[config.mk]
export PLATFORM = sky130hd
export DESIGN_NAME = timer_irq_source
export DESIGN_NICKNAME = d
export VERILOG_FILES = /design/src/rtl/timer_irq_source.sv
export SDC_FILE = /design/constraint.sdc
export NUM_CORES = 1
export LEC_CHECK = 0
export ABC_AREA = 1
export CAP_MARGIN = 5
export CORE_ASPECT_RATIO = 0.8
export CORE_MARGIN = 4
export CORE_UTILIZATION = 45
export DETAILED_ROUTE_END_ITERATION = 8
export DONT_BUFFER_PORTS = 1
export GPL_ROUTABILITY_DRIVEN = 0
export SYNTH_ARGS = -nofsm -noshare
export SYNTH_HDL_FRONTEND = slang
export SYNTH_SLANG_ARGS = --single-unit
[constraint.sdc]
create_clock -name clk -period 1.8 [get_ports clk]
set_input_delay 0.18 -clock clk [delete_from_list [all_inputs] [get_ports clk]]
set_output_delay 0.18 -clock clk [all_outputs]
set_load 0.02 [all_outputs]
[src/rtl/timer_irq_source.sv]
// timer_irq_source: memory-mapped interval timer raising IRQ through a pending/in-service handshake
// Optional prescaler compiled in with macro TIMER_PRESCALER_EN (PRESCALE cycles per count step).
module timer_irq_source #(
  parameter logic [31:0] BASE_ADDR = 32'h4000_0000,
  parameter int          PRESCALE  = 4
) (
  input  logic        clk,
  input  logic        reset,
  input  logic        Kenel,
  input  logic [31:0] Address,
  input  logic        MemRead,
  input  logic        MemWrite,
  input  logic [31:0] WriteData,
  output logic [31:0] ReadData,
  output logic        IRQ
);
  typedef enum logic [1:0] {IDLE, PENDING, IN_SERVICE} state_t;
  state_t      state_q, state_d;
  logic [31:0] th_q, th_d, tl_q, tl_d;
  logic        en_q, en_d, ie_q, ie_d, stat_q, stat_d, ovr_q, ovr_d, irq_q, irq_d;
  logic        sel_th, sel_tl, sel_tc, wr_th, wr_tl, wr_tc;
  logic        step, wrap, ovf_ie, clr_stat, clr_ovr;
`ifdef TIMER_PRESCALER_EN
  localparam logic [15:0] PS_LAST = 16'(PRESCALE - 1);
  logic [15:0] ps_q, ps_d;
  // prescale counter: idles at 0 while disabled, wraps after each count step
  always_comb begin
    step = en_q && ps_q == PS_LAST;
    ps_d = (!en_q || step) ? 16'h0 : ps_q + 16'h1;
  end
  // prescale counter register
  always_ff @(posedge clk or negedge reset)
    if (!reset) ps_q <= 16'h0;
    else ps_q <= ps_d;
`else
  assign step = en_q;
`endif
  // address decode, combinational read mux and next-state for registers and FSM
  always_comb begin
    sel_th   = Address == BASE_ADDR;
    sel_tl   = Address == BASE_ADDR + 32'd4;
    sel_tc   = Address == BASE_ADDR + 32'd8;
    wr_th    = MemWrite && sel_th;
    wr_tl    = MemWrite && sel_tl;
    wr_tc    = MemWrite && sel_tc;
    ReadData = !MemRead ? 32'h0 : sel_th ? th_q : sel_tl ? tl_q
             : sel_tc ? {28'h0, ovr_q, stat_q, ie_q, en_q} : 32'h0;
    wrap     = tl_q == 32'hFFFF_FFFF;
    ovf_ie   = step && wrap && !wr_tl && ie_q;
    clr_stat = wr_tc && !WriteData[2];
    clr_ovr  = wr_tc && !WriteData[3];
    th_d     = wr_th ? WriteData : th_q;
    tl_d     = wr_tl ? WriteData : !step ? tl_q : wrap ? th_q : tl_q + 32'd1;
    en_d     = wr_tc ? WriteData[0] : en_q;
    ie_d     = wr_tc ? WriteData[1] : ie_q;
    stat_d   = ovf_ie || (stat_q && !clr_stat);
    ovr_d    = (ovf_ie && state_q == IN_SERVICE) || (ovr_q && !clr_ovr);
    state_d  = state_q == IDLE    ? (ovf_ie ? PENDING : IDLE)
             : state_q == PENDING ? ((clr_stat && !ovf_ie) ? IDLE : Kenel ? IN_SERVICE : PENDING)
             : (clr_stat && !ovf_ie) ? IDLE : (clr_stat || !Kenel) ? PENDING : IN_SERVICE;
    irq_d    = state_q == PENDING && ie_q;
  end
  // register state; IRQ lags the FSM state by one edge
  always_ff @(posedge clk or negedge reset)
    if (!reset) begin
      th_q    <= 32'h0;
      tl_q    <= 32'h0;
      en_q    <= 1'b0;
      ie_q    <= 1'b0;
      stat_q  <= 1'b0;
      ovr_q   <= 1'b0;
      state_q <= IDLE;
      irq_q   <= 1'b0;
    end else begin
      th_q    <= th_d;
      tl_q    <= tl_d;
      en_q    <= en_d;
      ie_q    <= ie_d;
      stat_q  <= stat_d;
      ovr_q   <= ovr_d;
      state_q <= state_d;
      irq_q   <= irq_d;
    end
  assign IRQ = irq_q;
endmodule

==> run_results.csv <==
group,metric,value,unit
layout,stdcell_count,1056,
floorplan,start_util,46.5,%
power_and_ir_drop,combPwrFrac,3.7,%
yosys,synthTopCellsByArea,"dfrtp_1 (35%), nand2_1 (25%), nand3_1 (8.3%), nor2_1 (5.4%), inv_1 (5.3%)",
power_and_ir_drop,intPower,2760,uW
floorplan,rows,34,
critical_path,path_class,"reg -> reg",
power_and_ir_drop,irDropWorstVdd,466,uV
route,drc_errors,0,
layout,drive_gt1_share,20.9,%
timing,rsz0062_at_grt,"true",
yosys,synth_edf_count,0,
floorplan,core-area,0.0109,mm^2
timing,slew_headroom,38.7,%
yosys,ys_seq_area_share,35.0,%
placed_design,dp_worst_setup_slack,-0.0840,ns
cts,clk_latency,0.34,ns
route,wire_per_inst,16.1,um
layout,n_antenna_cell,0,
global_route,grt_pass1_wl,26800,um
power_and_ir_drop,total_leakage_power,0.00334,uW
floorplan,die_y,103,um
run_status,outcome,"finished, violations left",
critical_path,crit_fanout,5,
power_and_ir_drop,clockPowerShare,51.0,%
critical_path,worstPathArrival,2.02,ns
power_and_ir_drop,power.density,527,mW/mm^2
yosys,syn_inst,796,
yosys,yosys_warnings,0,
yosys,ys_ff_latch,71,
timing,post-route-period-util,99.8,%
critical_path,critical_path.endpoint_type,"flop",
layout,nets,977,
floorplan,ios,102,
power_and_ir_drop,p_seq_share,45.3,%
cts,cts_max_level,3,
cts,numCtsBuffers,9,
layout,syn_to_final_growth,31.7,%
timing,worst_pin_slew,0.916,ns
timing,fin_skew,0.00456,ns
placed_design,io_buffers,0,
timing,setup_violations,0,
yosys,synth_top_area_share,35.0,%
timing,hold_viol,71,
yosys,synth_area,0.00508,mm^2
cts,cts.reportedPaths.clkPinSlew,0.06,ns
power_and_ir_drop,total_power,3520,uW
cts,hold_buffers,38,
min_path,worstHoldPathType,"in -> async",
power_and_ir_drop,switchingPower,760,uW
route,drtIter0Drc,519,
route,dr.pass1.iters,5,
route,antenna_left,0,
route,routed_wirelength,17000,um
route,vias,5646,
timing,clock.fmax,556,MHz
critical_path,start_kind,"flop",
global_route,grt_max_degree,72,
timing,setup_ws,0.00285,ns
run_status,violations,"hold timing",
yosys,synthesis.nets,866,
global_route,grt_usage,25.9,%
placed_design,dp_hpwl,11800,um
job,maxCapViolCount,0,
global_route,globalRouteOverflowTotal,0,
placed_design,dp_cells,992,
cts,cts.path.max_buffers,2,
yosys,synth_largest_area_cell,"dfrtp_1",
cts,cts.sinks,71,
global_route,antenna_found_initial,0,
yosys,synthFlopType,"dfrtp_1",
global_route,grt_pass1_vias,5370,
timing,min_period,1.80,ns
floorplan,dieArea,0.0131,mm^2
critical_path,required,2.02,ns
power_and_ir_drop,swShare,21.6,%
floorplan,die_w,127,um
route,viasPerCell,5.35,
cts,cts_tree,"yes",
yosys,synthArstFlopShare,100,%
timing,drv_slew,0,
cts,cts_root_buf,"clkbuf_16",
timing,fin_tns_setup,0,ns
yosys,synth_cell_types,34,
timing,hold_ws,-0.462,ns
yosys,syn_area_per_cell,6.38,um^2
kinds of logic (layout without fill, tap and decap cells):
group,Yosys count,count (layout),share of synthesized area (%)
flip-flops,71,71,35.0
adder cells (fa/ha/maj),1,1,0.246
AND/OR/NAND/NOR,539,540,46.4
XOR/XNOR,17,17,2.93
AO/OA/AOI/OAI,58,58,5.96
buffers and inverters,110,225,9.49
cells in the mapped netlist, types with 2 or more instances:
cell,n
o22ai_1,4
nand4_1,6
o21ai_0,22
buf_2,13
or2_2,3
nor3_1,8
xnor2_1,7
buf_6,2
xor2_1,10
a21oi_1,28
nand3_1,84
nand2_2,6
dfrtp_1,71
o211ai_1,3
clkbuf_1,10
nor2_2,3
inv_1,72
nand2_1,333
inv_2,6
buf_4,4
nand3_2,13
nor2_4,3
nor2_1,73
nor3_4,2
power by group through the flow:
stage / Clock, uW / Sequential (uW) / Combinational (uW)
CTS: 1830 / 1600 / 127
floorplan: 0 / 1630 / 43.7
global placement: 0 / 1630 / 45.3
finish: 1800 / 1600 / 130
detailed placement: 0 / 1630 / 48.4
global route: 1900 / 1600 / 140
final cells by class:
class / instances / area (um^2)
clock buffers: 12 / 246
flip-flops and latches: 71 / 1780
inverters: 80 / 317
repair buffers: 128 / 1140
clock inverters: 4 / 45.0
well taps: 144 / 180
multi-input cells: 616 / 2970
fillers: 1017 / 4250
repair inverters: 1 / 16.3
worst paths after layout:
path / slack [ns] / cells after the start / end / start
max: 0.003 / 11 / tl_q[16] / tl_q[1]
min: -0.46 / 0 / state_q[1] / reset
max in group asynchronous: 2.12 / 0 / tl_q[8] / reset
min in group clk: 0.01 / 2 / th_q[13] / MemWrite
min reg2reg: 0.50 / 2 / th_q[29] / th_q[29]
max reg2reg: 0.003 / 11 / tl_q[16] / tl_q[1]
registers in the layout, indices dropped and copies added, names as in the netlist:
register  cells
th_q         32
tl_q         32
state_q       2
IRQ           1
en_q          1
ie_q          1
ovr_q         1
stat_q        1
critical path, stage by stage, from the launching register on:
cell     delay (ns)
dfrtp_1        0.36
ha_2           0.19
nand2_2        0.05
nor2_2         0.10
nand2_2        0.10
buf_6          0.13
nor3_4         0.21
buf_4          0.22
xnor2_1        0.14
nand2_1        0.07
nand2_1        0.06
nand3_1        0.06
per-stage QoR:
stage	area, um^2	utilization [%]
after CTS	6470	59.1
after detailed placement	5750	52.6
after global routing	6690	61.2
final	6690	61.2
after floorplan	5080	-
after global placement	5750	52.6
what timing repair did:
| action | CTS | global route |
|---|---|---|
| setup endpoints to repair | 7 | 45 |
| pin swaps | 3 | 7 |
| gates cloned | 0 | 2 |
| endpoints found under the hold margin | 123 | 71 |
| gates resized for setup | 4 | 58 |
| setup buffers | 4 | 4 |
metal layers:
layer | up-vias | track usage (%) | part of all wire [%]
li1 | 2727 | - | -
met1 | 2677 | 34.3 | 44
met2 | 223 | 42.2 | 46
met3 | 19 | 6.73 | 8.3
met4 | 0 | 7.67 | 1.5
met5 | - | 0 | 0
layout by cell type (no fill, tap or decap), types with 13 or more instances in the layout:
cell type	Yosys	routed
o21ai_0	22	20
buf_4	4	81
nand3_1	84	83
dfrtp_1	71	69
nand2_2	6	31
a21oi_1	28	28
nand2_1	333	305
inv_1	72	71
dlygate4sd3_1	0	38
nor2_1	73	64
nand3_2	13	13
(Power assumes the default switching activity.)
